--- src/rtl/x_oneshot_array.sv ---
// x_oneshot_array: multi-channel one-shot with shared programmable deadtime,
// level/retrigger re-arm modes and a registered fired-channel count.
module x_oneshot_array #(
   parameter int NCH     = 8,
   parameter int DTBITS  = 4,
   parameter int CNTBITS = $clog2(NCH + 1)
) (
   input  logic               clock,
   input  logic               reset,
   input  logic [NCH-1:0]     d,
   input  logic [NCH-1:0]     mask_i,
   input  logic [DTBITS-1:0]  deadtime_i,
   input  logic               mode_i,
   output logic [NCH-1:0]     q,
   output logic [NCH-1:0]     busy,
   output logic [CNTBITS-1:0] q_cnt
);

   // one-hot encoding so the two all-zero/all-one codes fall back to IDLE
   localparam logic [1:0] S_IDLE = 2'b01;
   localparam logic [1:0] S_HOLD = 2'b10;

   logic [1:0]         r_state [NCH];
   logic [1:0]         w_next  [NCH];
   logic [DTBITS-1:0]  r_cnt   [NCH];
   logic [NCH-1:0]     w_trig;
   logic [NCH-1:0]     w_rel;
   logic [NCH-1:0]     w_busy;
   logic [NCH-1:0]     r_q;
   logic [DTBITS-1:0]  r_dt;
   logic               r_mode;
   logic [CNTBITS-1:0] r_qcnt;
   logic [CNTBITS-1:0] w_pop;

   always_ff @(posedge clock) begin
      for (int i = 0; i < NCH; i++) begin
         if (reset) r_state[i] <= S_IDLE;
         else       r_state[i] <= w_next[i];
      end
   end

   always_comb begin
      for (int i = 0; i < NCH; i++) begin
         w_next[i] = S_IDLE;
         case (r_state[i])
            S_IDLE:  w_next[i] = w_trig[i] ? S_HOLD : S_IDLE;
            S_HOLD:  w_next[i] = w_rel[i]  ? S_IDLE : S_HOLD;
            default: w_next[i] = S_IDLE;
         endcase
      end
   end

   always_comb begin
      w_trig = '0;
      w_rel  = '0;
      w_busy = '0;
      for (int i = 0; i < NCH; i++) begin
         w_trig[i] = d[i] & ~mask_i[i] & (r_state[i] == S_IDLE);
         w_rel[i]  = (r_cnt[i] == '0) & (r_mode | ~d[i]);
         w_busy[i] = (r_state[i] == S_HOLD);
      end
   end

   always_comb begin
      w_pop = '0;
      for (int i = 0; i < NCH; i++) begin
         w_pop = w_pop + CNTBITS'(r_q[i]);
      end
   end

   always_ff @(posedge clock) begin
      if (reset) begin
         r_dt   <= '0;
         r_mode <= 1'b0;
         r_q    <= '0;
         r_qcnt <= '0;
         for (int i = 0; i < NCH; i++) r_cnt[i] <= '0;
      end else begin
         r_dt   <= deadtime_i;
         r_mode <= mode_i;
         r_q    <= w_trig;
         r_qcnt <= w_pop;
         for (int i = 0; i < NCH; i++) begin
            if (w_trig[i])
               r_cnt[i] <= r_dt;
            else if (w_busy[i] && r_cnt[i] != '0)
               r_cnt[i] <= r_cnt[i] - 1'b1;
         end
      end
   end

   assign q     = r_q;
   assign busy  = w_busy;
   assign q_cnt = r_qcnt;

endmodule
--- config.mk ---
export PLATFORM = sky130hd
export DESIGN_NAME = x_oneshot_array
export DESIGN_NICKNAME = d
export VERILOG_FILES = /design/src/rtl/x_oneshot_array.sv
export SDC_FILE = /design/constraint.sdc
export NUM_CORES = 1
export LEC_CHECK = 0
export ABC_AREA = 0
export BUFFER_PORTS_ARGS = -buffer_cell sky130_fd_sc_hd__buf_4
export CAP_MARGIN = 15
export CORE_ASPECT_RATIO = 1.25
export CORE_UTILIZATION = 53
export DETAILED_ROUTE_END_ITERATION = 16
export PLACE_DENSITY = 0.76
export SYNTH_ARGS = -nofsm -noshare
export SYNTH_HDL_FRONTEND = slang
export SYNTH_SLANG_ARGS = --single-unit
--- constraint.sdc ---
create_clock -name clock -period 2.8 [get_ports clock]
set_input_delay 0.14 -clock clock [delete_from_list [all_inputs] [get_ports clock]]
set_output_delay 0.14 -clock clock [all_outputs]
set_load 0.1 [all_outputs]
==> run summary, run 1 <==
The flow ran to the end, and the final reports show no timing, DRC or antenna violations. The post-synthesis sequential area ratio is 44.6%. For the final-layout worst hold slack, the log shows 0.0227 ns. The most used flip-flop cell after synthesis is sky130_fd_sc_hd__dfxtp_1. The average wire length per cell after detail routing works out to 13.8 um. Of all flip-flops after synthesis, the portion carrying an async set or reset was 0%. The tools report the worst setup path endpoint as q_cnt[1].

In the global route stage, overall resource usage came out at 21.0%. The die covers 7200 um^2. The tools report the routed wire length on met3 as 381 um. Setup repair after global routing could not meet its margin everywhere. From bottom edge to top edge, the die measures 94.6 um. In this run the clock root is driven by a sky130_fd_sc_hd__clkbuf_8. Leaving out fill and tap cells, the most frequent cell in the layout is sky130_fd_sc_hd__inv_1. The floorplan step set the die width to 76.1 um. Together, buffers and inverters on the worst path number 3. The max-slew violation count was 0.

The design draws 2.35 mW. Global placement routability congestion: 0.808. Counting every instance in the synthesized netlist gives 371. Count of flip-flops with a built-in enable after synthesis: 32.

The clock-pin slew of the registers on the worst-case setup and hold paths was 0.07 ns. The adder and majority gate portion of the synthesized area is 11.5%. TritonCTS built the clock tree. Count of fill cells added during filler insertion: 555. The final critical path takes up 99.6% of the cycle. Number of nets with antenna violations after detailed routing: 0.

The tools report the antenna diode count as 0. After detailed routing, the number of remaining DRC violations is 0. The worst register-to-register path has a depth of 9. The final worst setup slack is 0.0112 ns. Derived from the worst setup path, the maximum achievable clock frequency is 359 MHz.

The internal power of the cells totals 1.68 mW. The total clock sinks came out at 65. Setup slack on the worst reg-to-reg path comes out at 0.01 ns. The number of maximum-capacitance violations was 0; the share of synthesized area spent on multiplexers was 1.79%. The run gives 43 as the boundary pin count.

The critical register-to-register path startpoint was q[0]. In the routed layout, each cell is associated on average with a via count of 5.36. Combinational logic burns 19.9% of the power. The minimum period implied by the final worst setup slack was 2.79 ns. For this design the total switching power over the nets is 669 uW.

The run gives -0.0155 ns as the pre-CTS setup slack. The transition time of the tightest slew-check pin is 0.735 ns. Across the VDD grid, the largest voltage drop is 0.339 mV. For the first-pass GRT wire length, the log shows 11.8 mm.

Counting stages on the worst path, the most repeated cell is sky130_fd_sc_hd__fa_1. The clock passes through at most 2 buffers. The initial utilization of the core area, before any placement, comes to 55.0%. The origin of the worst setup path is q[0]. XOR/XNOR share of the synthesized area: 3.61%. The total negative slack for setup checks is 0 ns, and the detailed-routed wire length on met2 is 3.54 mm. The final layout contains 466 nets. The hold buffer count at cts was 0; the total via count in the routed design was 2703. The number of antenna violations at the first check in global routing is 0.

By area, the combinational part of the netlist is dominated by simple AND/OR/NAND/NOR gates. Number of synthesized register bits: 65. The family with the most delay on the worst path was adder cells.

The share of total power dissipated in the clock network is 32.5%. The total core area was 6610 um^2; the sum of routed wire length over all layers was 6.97 mm. Buffers placed on the I/O ports in this run total 42. The maximum fanout count along the critical path came out at 2. The number of clock buffers added by TritonCTS is 9. The insertion delay of the later-clocked pin in the worst-skew pair came out at 0.32 ns. The logs give 3640 um^2 for the post-synthesis cell area and 0 for the count of endpoints failing setup in the final report. Data arrival at the endpoint of the critical path: 2.99 ns. The wire length on met1 was 2.96 mm.

The critical path goes through fa_1, inv_1, fa_1, fa_1, inv_1, ha_2, inv_2, fa_2, nor2_1. The run gives 2651 as the via count of the first global-routing pass. The post-synthesis net count came out at 425. The largest single stage delay on the critical path is 0.53 ns. Entering global routing, the biggest net connects 53 pins.

During synthesis, Yosys emitted a total of 0 warnings. The violation count after the first detailed-routing iteration is 123. Each instance of the synthesized netlist takes up on average 9.80 um^2.

The library cells used most frequently in the layout, excluding fill and tap cells, are 55 x sky130_fd_sc_hd__inv_1, 43 x sky130_fd_sc_hd__buf_4, 32 x sky130_fd_sc_hd__edfxtp_1. On the critical path, the stage with the largest delay is an instance of sky130_fd_sc_hd__fa_1. The tools report the cell row count as 33. The tools report the kind of capture point of the worst setup path as a flip-flop.

The endpoint identified for the worst register-to-register timing path is q_cnt[1]. STA classifies the critical path startpoint as a flip-flop. The hold violation count in the final report is 0, and the ratio of cells with drive above 1 in the final layout is 18.2%. At the worst endpoint, the required time is 3.00 ns. The highest metal layer carrying signal wires in the routed design is met4. Summed over all cells, the static leakage comes to 1.83 nW. The layout-stage area growth over the synthesis result is 16.0%, and the number of distinct library cell variants in the gate-level netlist after synthesis is 43. Summing the areas of all compound-gate instances in the mapped netlist gives 12.8% of the synthesized area. The setup path with the least slack is of type flip-flop to flip-flop. The clock arrives with 0.00584 ns of skew. The number of levels the H-tree was split into is 3, and the overall overflow remaining after global route is 0. The run gives 47.6% as the share of total power in sequential cells.

The iteration count of the initial detailed-routing pass is 4, and the ratio of total power to cell area is 557 nW/um^2. In this run the worst hold path is classified as input pin to flip-flop. Counting buffers and inverters, the worst setup path is 9 cells deep. The remaining max-slew budget at the tightest pin is 50.9%.

The fraction of the mapped netlist area in simple logic gates works out to 18.3%. The switching share of total power works out to 28.5%. Detailed placement finished with a half-perimeter wire length of 5.10 mm.
layer usage:
layer / GRT usage, % / vias up
met3: 3.19 / 7
met5: 0 / -
li1: - / 1363
met4: 8.81 / 0
met1: 24.9 / 1266
met2: 38.2 / 67
logic make-up (layout without fill, tap and decap cells):
family | Yosys count | after routing
adder cells (fa/ha/maj) | 31 | 31
multiplexers | 6 | 6
AO/OA/AOI/OAI | 66 | 66
XOR/XNOR | 15 | 15
buffers and inverters | 69 | 115
flip-flops | 65 | 65
AND/OR/NAND/NOR | 119 | 119
registers in the layout (all words and copies together) (netlist names):
name,cells
r_dt,4
r_mode,1
r_state,16
q_cnt,4
r_cnt,32
q,8
power groups by stage:
stage / sequential (mW) / clock [mW] / combinational [mW]
6_report: 1.12 / 0.763 / 0.466
5_1_grt: 1.13 / 0.818 / 0.520
4_1_cts: 1.12 / 0.783 / 0.468
3_5_place_dp: 1.14 / 0 / 0.462
3_3_place_gp: 1.14 / 0 / 0.452
2_1_floorplan: 1.21 / 0 / 0.278
timing repair:
item                                   4_1_cts  5_1_grt
pin swaps                                    0        1
gates resized for setup                      0        3
setup buffers                                0        1
endpoints found under the hold margin        0        0
setup endpoints to repair                    1        2
final cells by class:
| cell class | count | area [um^2] | share of cell area [%] |
|---|---|---|---|
| clock buffer | 12 | 145 | 3.44 |
| clock inverter | 4 | 42.5 | 1.01 |
| inverter | 56 | 210 | 4.99 |
| multi-input combinational | 237 | 1750 | 41.5 |
| sequential | 65 | 1640 | 38.8 |
| tap | 87 | 109 | 2.58 |
| timing repair buffer | 43 | 323 | 7.66 |
worst min path at each step:
stage,startpoint,end,depth (start not counted)
detailed placement,deadtime_i[1],r_dt[1],2
finish,deadtime_i[2],r_dt[2],2
global route,deadtime_i[1],r_dt[1],2
floorplan,deadtime_i[0],r_dt[0],1
CTS,deadtime_i[2],r_dt[2],2
global placement,deadtime_i[1],r_dt[1],2
cells in the mapped netlist (2+ instances only):
cell / instances / area share (%)
sky130_fd_sc_hd__and3b_1: 7 / 1.7
sky130_fd_sc_hd__nand2b_1: 5 / 0.86
sky130_fd_sc_hd__o21ai_0: 16 / 2.2
sky130_fd_sc_hd__nand3b_1: 14 / 2.9
sky130_fd_sc_hd__fa_1: 4 / 2.2
sky130_fd_sc_hd__ha_1: 27 / 9.3
sky130_fd_sc_hd__mux2i_1: 5 / 1.4
sky130_fd_sc_hd__xor2_1: 4 / 0.96
sky130_fd_sc_hd__edfxtp_1: 32 / 26
sky130_fd_sc_hd__inv_1: 56 / 5.8
sky130_fd_sc_hd__xnor2_1: 11 / 2.6
sky130_fd_sc_hd__a21boi_0: 6 / 1.2
sky130_fd_sc_hd__o311ai_0: 5 / 1.2
sky130_fd_sc_hd__dfxtp_1: 33 / 18
sky130_fd_sc_hd__nand4_1: 2 / 0.34
sky130_fd_sc_hd__o22ai_1: 5 / 0.86
sky130_fd_sc_hd__nor2b_1: 17 / 2.9
sky130_fd_sc_hd__a221o_1: 2 / 0.55
sky130_fd_sc_hd__or2_2: 2 / 0.34
sky130_fd_sc_hd__a21oi_1: 6 / 0.83
sky130_fd_sc_hd__or3b_2: 7 / 1.7
sky130_fd_sc_hd__nand2_1: 29 / 3.0
sky130_fd_sc_hd__clkbuf_1: 11 / 1.1
sky130_fd_sc_hd__nor2_1: 24 / 2.5
sky130_fd_sc_hd__nor3_1: 8 / 1.1
sky130_fd_sc_hd__o31ai_1: 15 / 3.1
sky130_fd_sc_hd__a211o_1: 2 / 0.48
per-stage QoR:
| step | utilization, % | std cells | instance area (um^2) |
|---|---|---|---|
| after floorplan | - | 371 | 3650 |
| after global placement | 60.8 | 487 | 4020 |
| after detailed placement | 60.8 | 487 | 4020 |
| after CTS | 63.6 | 503 | 4200 |
| after global routing | 63.8 | 504 | 4220 |
| final | 63.8 | 504 | 4220 |
No activity file was read; power rests on OpenSTA's default activity.
==> inputs of run 2 (changes only) <==
--- a/config.mk
+++ b/config.mk
@@ -9,9 +9,8 @@
 export BUFFER_PORTS_ARGS = -buffer_cell sky130_fd_sc_hd__buf_4
 export CAP_MARGIN = 15
 export CORE_ASPECT_RATIO = 1.25
-export CORE_UTILIZATION = 53
+export CORE_UTILIZATION = 40
 export DETAILED_ROUTE_END_ITERATION = 16
-export PLACE_DENSITY = 0.76
 export SYNTH_ARGS = -nofsm -noshare
 export SYNTH_HDL_FRONTEND = slang
 export SYNTH_SLANG_ARGS = --single-unit
==> run 2 against run 1 <==
  * Register-to-register slack is essentially flat
  * Clock power shrank 4.1%
  * Highest routed layer unchanged
  * Setup slack lost 0.0041 ns
==> run summary, run 2 (synthesis gave the netlist of run 1 again) <==
The run finished with clean final reports. Counting every sink on the clock net gives 65. The switching share of total power came out at 30.1%. The wire-length estimate of the detail-placed layout is 5.32 mm. The data required time of the worst path is 3.02 ns, and the number of buffers added for setup after CTS is 0.

The region available for standard cell placement spans 8750 um^2. The tools report the first-pass GRT wire length as 12.1 mm. The floorplan has 38 rows.

The tools report the timing-limited maximum frequency as 358 MHz. Summed over all layers, the global routing overflow is 0. Leaving out fill and tap cells, the most frequent cells in the layout are 55 x sky130_fd_sc_hd__inv_1, 43 x sky130_fd_sc_hd__buf_4, 32 x sky130_fd_sc_hd__edfxtp_1.

From bottom edge to top edge, the die measures 109 um. The routed layout has 2692 vias. Across the routed clock network, the largest skew measured is 0.0109 ns.

The logs give 20.1% for the proportion of power drawn by combinational gates and 0 for the count of endpoints failing setup in the final report. Number of antenna violations at the first check in global routing: 0. At the worst endpoint, the arrival time is 3.01 ns.

At the placement stage, the worst setup path has a slack of -0.00423 ns. For this design the static power due to leakage is 1.85 nW. Number of placed instances with taps included: 521.

The count of input and output buffers is 42. In this run the power spent charging and discharging nets is 698 uW. The run gives 0.00710 ns as the final worst setup slack. Sequential cells burn 48.3% of the power.

The tools report the maximum buffer depth of the clock tree as 2. Routability-driven placement finished with a final weighted congestion of 0.818. The number of clock buffers added by TritonCTS is 9.

VDD sags by at most 0.252 mV. For the cell-internal power, the log shows 1.62 mW. STA classifies the critical path startpoint as a flip-flop. In this run the worst setup path terminates at q_cnt[1].

The worst register-to-register path ends at q_cnt[1]. For this block, the initial DRC count from the detailed router was 90. The run gives 0 as the DRC violations left. For the worst-skew pair, the clock arrives at the later sink with an insertion delay of 0.35 ns. In this run the power density over the cells is 540 nW/um^2. For this run, the total global-route usage over all layers was measured as 17.0%.

The count of cells in the finished layout, fillers not included, comes to 541. Ranked by flip-flop count, first place goes to r_cnt. Before antenna repair, the detailed router went through 4 iterations.

Number of maximum-capacitance violations: 0. The startpoint identified for the worst register-to-register timing path is q[0]. The critical path is of the flip-flop to flip-flop type. The mean number of vias per cell is 4.98, and the maximum number of pins on one net before global-route repair is 53. From synthesis to final layout, the design area changed by 18.0%. The sum of routed wire length over all layers is 7.33 mm, and the clock-pin slew of the registers on the worst-case setup and hold paths is 0.07 ns.

Measured in cells, the most critical reg-to-reg path has a length of 9. Setup repair after global routing could not meet its margin everywhere. The average wire length per cell after detail routing is 13.5 um. At the pin with the least slew margin, the transition time is 0.755 ns.

Final layout net count: 470. The starting density of the core is 41.6%. The boundary pin count was 43; the count of fill cells added during filler insertion was 861. TritonCTS built the clock tree. The remaining max-slew budget at the tightest pin was 49.5%. The tightest min-delay check is of the input pin to flip-flop type. The max-slew violation count was 0. The run gives 0 as the hold violation count in the final report.

In this run the remaining antenna-violating nets after routing total 0. The die width is 87.3 um, and the minimum period implied by the final worst setup slack is 2.79 ns. The library cell used most frequently in the layout, excluding fill and tap cells, is sky130_fd_sc_hd__inv_1. The tools report the origin of the worst setup path as q[0].

The clock group share of total power was 31.6%. Of the available clock period, the critical path in the final layout requires 99.7%. The area of the die was 9480 um^2.

The tools report the kind of capture point of the worst setup path as a flip-flop. The cell sitting at the root of the clock tree is a sky130_fd_sc_hd__clkbuf_8. The register with the most flip-flops in the layout has 32 of them. The maximum fanout count along the critical path works out to 2. The worst register-to-register path has a setup slack of 0.007 ns. The post-route netlist has 18.5% of its cells at a drive strength greater than 1.

The via count of the first global-routing pass was 2629; the number of levels the H-tree was split into was 3. 0 antenna diodes ended up in the layout.
## run 2: power groups by stage
stage / logic (mW) / registers [mW] / clock network (mW)
floorplan: 0.278 / 1.21 / 0
global placement: 0.458 / 1.14 / 0
detailed placement: 0.463 / 1.14 / 0
CTS: 0.472 / 1.12 / 0.752
global route: 0.522 / 1.13 / 0.789
finish: 0.466 / 1.12 / 0.732
## run 2: layout make-up
type | instances | area, um^2 | share of cell area (%)
Multi-Input combinational cell | 237 | 1750 | 40.8
Inverter | 56 | 210 | 4.90
Sequential cell | 65 | 1640 | 38.1
Clock buffer | 11 | 153 | 3.56
Timing Repair Buffer | 47 | 363 | 8.45
Tap cell | 120 | 150 | 3.50
Clock inverter | 5 | 28.8 | 0.671
## run 2: worst min-delay path by stage
stage	cells after the start	end	start	slack, ns
global route	2	r_dt[2]	deadtime_i[2]	0.04
finish	2	r_dt[2]	deadtime_i[2]	0.02
detailed placement	2	r_dt[3]	deadtime_i[3]	0.36
CTS	2	r_dt[2]	deadtime_i[2]	0.009
floorplan	1	r_dt[0]	deadtime_i[0]	0.27
global placement	2	r_mode	mode_i	0.36
## run 2: critical path, cell delays in order, from the launching register on
cell	delay, ns
sky130_fd_sc_hd__dfxtp_4	0.35
sky130_fd_sc_hd__fa_1	0.53
sky130_fd_sc_hd__inv_1	0.05
sky130_fd_sc_hd__fa_1	0.49
sky130_fd_sc_hd__fa_1	0.40
sky130_fd_sc_hd__inv_1	0.08
sky130_fd_sc_hd__ha_2	0.18
sky130_fd_sc_hd__inv_2	0.04
sky130_fd_sc_hd__fa_2	0.50
sky130_fd_sc_hd__nor2_1	0.04
## run 2: metal layers
layer | up-vias | share of wire (%) | global-route usage [%]
met1 | 1264 | 43 | 18.9
met3 | 12 | 3.4 | 2.44
met5 | - | 0 | 0
li1 | 1364 | - | -
met4 | 0 | 2.3 | 8.78
met2 | 52 | 51 | 30.9
## run 2: timing repair
action / 4_1_cts / 5_1_grt
hold endpoints to repair: 4 / 0
resized for setup: 0 / 3
hold buffers: 4 / 0
setup endpoints to repair: 1 / 2
## run 2: metrics by stage
| step | power [mW] | hold slack [ns] | area [um^2] | util (%) | setup TNS (ns) |
|---|---|---|---|---|---|
| floorplan | 1.48 | 0.268 | 3650 | - | -0.0160 |
| global placement | 1.60 | 0.355 | 4070 | 46.5 | 0 |
| detailed placement | 1.61 | 0.363 | 4070 | 46.5 | -0.00423 |
| CTS | 2.35 | 0.00913 | 4290 | 49.0 | -0.0243 |
| global route | 2.44 | 0.0352 | 4290 | 49.1 | -0.169 |
| finish | 2.32 | 0.0182 | 4290 | 49.1 | 0 |
